===== config.mk =====
export PLATFORM = sky130hd
export DESIGN_NAME = exc_entry_seq
export DESIGN_NICKNAME = d
export VERILOG_FILES = /design/src/rtl/exc_entry_seq.sv
export SDC_FILE = /design/constraint.sdc
export NUM_CORES = 1
export LEC_CHECK = 0
export CAP_MARGIN = 20
export CORE_AREA = 10 10 93 95
export DETAILED_ROUTE_END_ITERATION = 10
export DIE_AREA = 0 0 103 105
export DONT_BUFFER_PORTS = 1
export GPL_TIMING_DRIVEN = 0
export PLACE_DENSITY = 0.73
export SLEW_MARGIN = 20
export SYNTH_ARGS = -nofsm -noshare
export SYNTH_HDL_FRONTEND = slang
export SYNTH_SLANG_ARGS = --single-unit

===== constraint.sdc =====
create_clock -name clk -period 2.12 [get_ports clk]
set_input_delay 0.636 -clock clk [delete_from_list [all_inputs] [get_ports clk]]
set_output_delay 0.636 -clock clk [all_outputs]
set_load 0.005 [all_outputs]

===== src/rtl/exc_entry_seq.sv =====
// Exception-entry sequencer: arbitrates FIQ/IRQ/UND/SVC at an instruction boundary and
// strobes the CPSR/SPSR bank through SAVE -> SWITCH -> VECTOR. Optional macro: EXC_IRQ_SYNC_EN.
module exc_entry_seq #(
  parameter logic [31:0] VEC_BASE = 32'h0000_0000
) (
  input  logic        clk,
  input  logic        rst,
  input  logic        irq,
  input  logic        fiq,
  input  logic        und_req,
  input  logic        swi_req,
  input  logic        instr_done,
  input  logic [31:0] CPSR,
  input  logic [31:0] pc_next,
  output logic        Write_SPSR,
  output logic        W_SPSR_s,
  output logic [2:0]  Change_M,
  output logic        Write_CPSR,
  output logic [2:0]  W_CPSR_s,
  output logic        Write_PC,
  output logic [31:0] pc_out,
  output logic        Write_LR,
  output logic [31:0] lr_out,
  output logic        cpu_hold,
  output logic        exc_ack,
  output logic [1:0]  exc_kind
);

  // Handshake: requests are levels sampled only at a boundary (instr_done=1) while idle;
  // exc_ack is a one-cycle completion pulse in the same cycle as the PC/LR strobes.
  typedef enum logic [1:0] {IDLE, SAVE, SWITCH, VECTOR} state_t;

  localparam logic [1:0] K_UND = 2'd0;
  localparam logic [1:0] K_SVC = 2'd1;
  localparam logic [1:0] K_IRQ = 2'd2;
  localparam logic [1:0] K_FIQ = 2'd3;

  state_t      state, state_nxt;
  logic [31:0] pc_lat, pc_lat_nxt;
  logic        fiq_a, irq_a;
  logic        win;
  logic [1:0]  win_kind;

  logic        write_spsr_nxt, w_spsr_s_nxt, write_cpsr_nxt, write_pc_nxt, write_lr_nxt;
  logic        cpu_hold_nxt, exc_ack_nxt;
  logic [2:0]  change_m_nxt, w_cpsr_s_nxt;
  logic [31:0] pc_out_nxt, lr_out_nxt;
  logic [1:0]  exc_kind_nxt;

  logic unused_cpsr;
  assign unused_cpsr = ^{CPSR[31:8], CPSR[5:0]};

`ifdef EXC_IRQ_SYNC_EN
  logic fiq_q1, fiq_q2, irq_q1, irq_q2;
  always_ff @(posedge clk) begin
    if (rst) begin
      fiq_q1 <= 1'b0;
      fiq_q2 <= 1'b0;
      irq_q1 <= 1'b0;
      irq_q2 <= 1'b0;
    end else begin
      fiq_q1 <= fiq;
      fiq_q2 <= fiq_q1;
      irq_q1 <= irq;
      irq_q2 <= irq_q1;
    end
  end
  assign fiq_a = fiq_q2;
  assign irq_a = irq_q2;
`else
  assign fiq_a = fiq;
  assign irq_a = irq;
`endif

  // Masking uses the live CPSR I/F bits at the boundary.
  always_comb begin
    win      = 1'b1;
    win_kind = K_UND;
    if (fiq_a && !CPSR[6])      win_kind = K_FIQ;
    else if (irq_a && !CPSR[7]) win_kind = K_IRQ;
    else if (und_req)           win_kind = K_UND;
    else if (swi_req)           win_kind = K_SVC;
    else                        win      = 1'b0;
  end

  function automatic logic [2:0] mode_code(input logic [1:0] k);
    case (k)
      K_FIQ:   mode_code = 3'd1;
      K_IRQ:   mode_code = 3'd2;
      K_SVC:   mode_code = 3'd3;
      default: mode_code = 3'd4;
    endcase
  endfunction

  function automatic logic [2:0] cpsr_code(input logic [1:0] k);
    case (k)
      K_IRQ:   cpsr_code = 3'd2;
      K_FIQ:   cpsr_code = 3'd3;
      K_SVC:   cpsr_code = 3'd4;
      default: cpsr_code = 3'd5;
    endcase
  endfunction

  function automatic logic [31:0] vec_offset(input logic [1:0] k);
    case (k)
      K_SVC:   vec_offset = 32'h08;
      K_IRQ:   vec_offset = 32'h18;
      K_FIQ:   vec_offset = 32'h1C;
      default: vec_offset = 32'h04;
    endcase
  endfunction

  // Outputs are computed for the state being entered so every strobe is a full registered cycle.
  always_comb begin
    state_nxt      = state;
    pc_lat_nxt     = pc_lat;
    exc_kind_nxt   = exc_kind;
    pc_out_nxt     = pc_out;
    lr_out_nxt     = lr_out;
    write_spsr_nxt = 1'b0;
    w_spsr_s_nxt   = 1'b0;
    change_m_nxt   = 3'd0;
    write_cpsr_nxt = 1'b0;
    w_cpsr_s_nxt   = 3'd0;
    write_pc_nxt   = 1'b0;
    write_lr_nxt   = 1'b0;
    cpu_hold_nxt   = 1'b0;
    exc_ack_nxt    = 1'b0;
    case (state)
      IDLE: begin
        if (instr_done && win) begin
          state_nxt      = SAVE;
          exc_kind_nxt   = win_kind;
          pc_lat_nxt     = pc_next;
          write_spsr_nxt = 1'b1;
          w_spsr_s_nxt   = 1'b1;
          change_m_nxt   = mode_code(win_kind);
          cpu_hold_nxt   = 1'b1;
        end
      end
      SAVE: begin
        state_nxt      = SWITCH;
        write_cpsr_nxt = 1'b1;
        w_cpsr_s_nxt   = cpsr_code(exc_kind);
        cpu_hold_nxt   = 1'b1;
      end
      SWITCH: begin
        state_nxt    = VECTOR;
        write_pc_nxt = 1'b1;
        write_lr_nxt = 1'b1;
        exc_ack_nxt  = 1'b1;
        cpu_hold_nxt = 1'b1;
        pc_out_nxt   = VEC_BASE + vec_offset(exc_kind);
        // IRQ/FIQ return past the interrupted instruction; UND/SVC return to pc_next.
        lr_out_nxt   = exc_kind[1] ? pc_lat + 32'd4 : pc_lat;
      end
      default: state_nxt = IDLE;
    endcase
  end

  always_ff @(posedge clk) begin
    if (rst) begin
      state      <= IDLE;
      pc_lat     <= 32'd0;
      exc_kind   <= 2'd0;
      pc_out     <= 32'd0;
      lr_out     <= 32'd0;
      Write_SPSR <= 1'b0;
      W_SPSR_s   <= 1'b0;
      Change_M   <= 3'd0;
      Write_CPSR <= 1'b0;
      W_CPSR_s   <= 3'd0;
      Write_PC   <= 1'b0;
      Write_LR   <= 1'b0;
      cpu_hold   <= 1'b0;
      exc_ack    <= 1'b0;
    end else begin
      state      <= state_nxt;
      pc_lat     <= pc_lat_nxt;
      exc_kind   <= exc_kind_nxt;
      pc_out     <= pc_out_nxt;
      lr_out     <= lr_out_nxt;
      Write_SPSR <= write_spsr_nxt;
      W_SPSR_s   <= w_spsr_s_nxt;
      Change_M   <= change_m_nxt;
      Write_CPSR <= write_cpsr_nxt;
      W_CPSR_s   <= w_cpsr_s_nxt;
      Write_PC   <= write_pc_nxt;
      Write_LR   <= write_lr_nxt;
      cpu_hold   <= cpu_hold_nxt;
      exc_ack    <= exc_ack_nxt;
    end
  end

endmodule


==> Word-level counts from Yosys, hierarchy flattened <==
Index checks and enable logic that the tools add are counted.
{ "word_totals": {"register_bits": 110, "output_inout_bits": 79} }
{ "classes": {"add_sub_neg": 1, "n_eq_ne": 9, "muxes": 18, "bitwise_logic": 3, "n_reduce_logical": 11} }
{ "ops": {"columns": ["op", "n"], "rows": [
  ["$add 32x3->32 const B", 1],
  ["$mux 32", 1],
  ["$pmux 3 s3", 2],
  ["$pmux 5 s3", 1],
  ["$eq 2x2->1 const B", 5],
  ["$mux 1", 9],
  ["$eq 2x1->1 const B", 3],
  ["$mux 2", 3],
  ["$pmux 2 s3", 1],
  ["$reduce_or 2->1", 3],
  ["$logic_and 1x1->1", 3],
  ["$not 1->1", 3],
  ["$reduce_or 3->1", 1],
  ["$logic_not 1->1", 2],
  ["$logic_not 2->1", 1],
  ["$ne 2x2->1 const B", 1],
  ["$pmux 1 s2", 1],
  ["$reduce_and 2->1", 1]
]} }

==> Logic depth before layout (Yosys ltp) <==
{ "depth": {"word_depth": 7, "mapped_depth": 7, "depth_no_buf": 5} }

==> Worst setup path before layout <==
Ideal clock, no wire load.
{ "synth_timing": {"kind": "flip-flop to flip-flop", "from": "register pc_lat[2]", "to": "register lr_out[28]", "setup_time_ps": 91, "arrival_ps": 2015, "slack_ps": 14, "stages_incl_launch_ff": 7, "path_buffers": 1, "path_cell_list": "dfxtp_1 ha_1 nand4_2 or3_1 clkbuf_1 or4_1 a311oi_1"} }
{ "synth_via": {"elab_chain_cells": 2} }
{ "synth_lines": {"columns": ["item", "line_no", "source"], "rows": [
  ["from (decl)", "39", "logic [31:0] pc_lat, pc_lat_nxt;"],
  ["from (signal assigned)", "179", "pc_lat <= pc_lat_nxt;"],
  ["$add 32x3->32", "155", "lr_out_nxt = exc_kind[1] ? pc_lat + 32'd4 : pc_lat;"],
  ["$mux 32", "155", null],
  ["to (signal assigned)", "182", "lr_out <= lr_out_nxt;"],
  ["to (decl)", "23", "output logic [31:0] lr_out,"]
]} }
No other way between the ends.
A chain may end at the register's enable or synchronous reset.

==> Worst setup path after layout <==
{ "layout_timing": {"from": "register pc_lat[19]", "to": "register lr_out[28]"} }
The elaborated chain is that of the path after synthesis.

==> impl_results.md <==
* Status: finished clean
* Finished Cell Area at ~4400 sq um
* Vias in the first global route at roughly 3,000
* CTS clk-pin slew, worst paths at about 0.090 ns
* VDD IR max at 0.5542 mV
* Post-synth EDFFs at 0
* WP data required at ~2.4 ns
* Synth Instances at approximately 450
* WP data arrival at roughly 2.3 ns
* Highest net fanout along the worst path at 10
* Cell Int Power at about 3.1 mW
* Final ANT Viol Nets at 0
* Met3 usage at under 10%
* Max Fclk at roughly 480 MHz
* Fill cell count at slightly below 600
* Top cells by instance count after synthesis: 81 x dfxtp_1, 72 x nand2_1, 48 x nor2_1
* H-tree depth at 3
* Met2 usage at between 20% and 30%
* Worst-case clock buffer depth at 2
* Met1 Resource Use GR at roughly a fifth
* Min Tclk post-route at 2.065 ns
* Clk sinks at between 80 and 90
* Largest net degree at the start of global routing at 16
* Area growth syn-to-layout at 15.82%
* Cell Count, Final, Fillers Out at 581
* Setup_tns at 0 ns
* Final core utilization at between 60% and 70%
* First-pass DRT Iterations at 5
* Nets at about 580
* GPL Wtd Cong at between 0.8 and 0.9
* Vias per cell at roughly 5.6
* Fraction of layout cells with a size suffix above 1 at approximately 18%
* Worst setup SP type: flip-flop
* Core ar. at ~6800 sq um
* Net switching power at 1.823 mW
* Gate power share at between 20% and 30%
* # setup viols final at 0
* GRT Max-Usage Layer: met2
* Final Hold Fails at 0
* Crit. End Element: flip-flop
* Crit Path Class: flip-flop to flip-flop
* Diode count at 0
* Synth cell types at 36
* Initial antenna violation count at 0
* Main flop type after synthesis: dfxtp_1
* First-pass GRT wire length at roughly 16,000 um
* Hold crit path type: primary input to flip-flop
* Final HPWL DP at 7590 um
* Clock power share at between 20% and 30%
* GRT overflow at 0
* Latest clock arrival within the worst-skew pair at ~0.35 ns
* Cell taking the most area after synthesis: dfxtp_1
* Seq pwr share at 47.1%
* Initial Utilization at a little under three fifths
* WHS at roughly 0.40 ns
* Max Cap Viol at 0
* Pwr dens at ~1100 nW/um^2
* Least-Margin Pin Slew at just under 0.7 ns
* CTS tree: yes
* Num CTS Buffers at 9
* FF+latch count, synth at 81
* Synth top area cells: dfxtp_1 43%, nand2_1 7.2%, buf_4 6.4%
* Routed wire length at around 10,000 um
* Wirelength per Cell at around 18 um
* Mean instance size in the synthesized netlist at 8.313 sq um
* Row Count at 30
* Fin. max-slew vios at 0
* Sw frac at 36.80%
* Slew margin rel. at between 50% and 60%
* Die W at 103 um
* Via count at 3,243
* # DRC at 0
* Mapped Area at roughly 3800 sq um
* Area share of the largest cell type after synthesis at between 40 and 50%
* Buffers added on ports at 0
* Ports at 150
* Die Area at approximately 11,000 sq um
* Placed cells at 560
* Sequential share of the synthesized area at between 40% and 50%
* DP Area at 3963 sq um
* GRT Util Overall at 17.98%
* Synth Warn # at 0
* Initial DRC count at 202
* Worst Skew at about 0.0096 ns
* Ys async rst share at 0%
* Leak Pwr at about 1.6 nW
* Cell with the most instances after synthesis: dfxtp_1
* Die Ht at roughly 110 um
* Hold Buf Count CTS at 0
* Clk root buf: clkbuf_8
* Fin crit share at between 90% and 100%
sequential cells by signal, indices dropped and copies added, names as in the netlist:
register / flops
lr_out: 32
pc_lat: 32
Change_M: 3
W_CPSR_s: 3
pc_out: 3
exc_kind: 2
state: 2
W_SPSR_s: 1
Write_CPSR: 1
cpu_hold: 1
exc_ack: 1
final cells by class:
class	count	area, sq um	share of cell area, %
inverter	11	41.29	0.9488
tap	80	100.1	2.300
clock buffer	9	123.9	2.846
buffer	59	364.1	8.367
sequential	81	1662	38.18
timing repair buffer	8	60.06	1.380
clock inverter	7	101.3	2.329
multi-input combinational	326	1899	43.65
per-layer routing:
| layer | up-vias | share of wire, % |
|---|---|---|
| met5 | - | 0 |
| met4 | 0 | 1.6 |
| met3 | 14 | 10 |
| met2 | 132 | 48 |
| met1 | 1479 | 40 |
| li1 | 1618 | - |
timing repair:
action	4_1_cts	5_1_grt
resized for setup	21	20
setup endpoints to repair	41	38
setup buffers	0	8
pin swaps	0	5
worst paths after layout:
kind | cells after the start | slack [ns] | end | startpoint
worst max register to register | 5 | 0.05 | lr_out[28]$_SDFFE_PP0P_ | pc_lat[19]$_SDFFE_PP0P_
worst min-delay path | 2 | 0.40 | pc_lat[19]$_SDFFE_PP0P_ | pc_next[19]
worst min register to register | 2 | 0.46 | pc_lat[1]$_SDFFE_PP0P_ | pc_lat[1]$_SDFFE_PP0P_
worst max-delay path | 5 | 0.05 | lr_out[28]$_SDFFE_PP0P_ | pc_lat[19]$_SDFFE_PP0P_
logic make-up (layout without fill, tap and decap cells):
family / after synthesis / count (layout) / synth area share, %
buf+inv: 73 / 94 / 10.79
compound gates: 90 / 90 / 15.95
simple gates: 181 / 181 / 22.74
other cells: 1 / 29 / 0.09980
mux: 3 / 3 / 0.7992
xor+xnor: 12 / 12 / 2.797
fa+ha+maj: 11 / 11 / 3.663
flops: 81 / 81 / 43.16
critical path, cell delays in order (launching register included):
cell	delay, ns
dfxtp_4	0.37
nand4_1	0.17
or4_4	0.56
buf_6	0.16
or4_1	0.47
a311oi_1	0.24
power groups by stage:
stage	combinational [mW]	clock, mW	sequential (mW)
4_1_cts	1.32	1.28	2.33
5_1_grt	1.55	1.34	2.39
2_1_floorplan	1.02	0	2.21
3_3_place_gp	1.25	0	2.34
6_report	1.35	1.27	2.33
3_5_place_dp	1.29	0	2.35
stage by stage:
stage          total power, mW  worst slack, ns
5_1_grt                  5.278        -0.004212
4_1_cts                  4.930        -0.004582
3_3_place_gp             3.582          -0.4198
3_5_place_dp             3.647          -0.4818
2_1_floorplan            3.234          0.01363
6_report                 4.956          0.05497
placed cells by master (no fill, tap or decap), drive strengths merged, types with 2 or more instances in the layout:
cell type,instances
dfxtp,81
nand2,72
nor2,48
buf,45
a21oi,33
clkbuf,31
conb,29
a211oi,19
a311oi,17
inv,13
or4,13
ha,11
o31ai,10
or3,10
xnor2,9
nand4,9
nand3,9
o21ai,8
nor4,5
nor3,4
nor2b,3
xor2,3
mux2i,3
or2,2
and4,2
and2,2
bufinv,2
clkinvlp,2
Note: power is estimated with default switching activity, not from simulation.
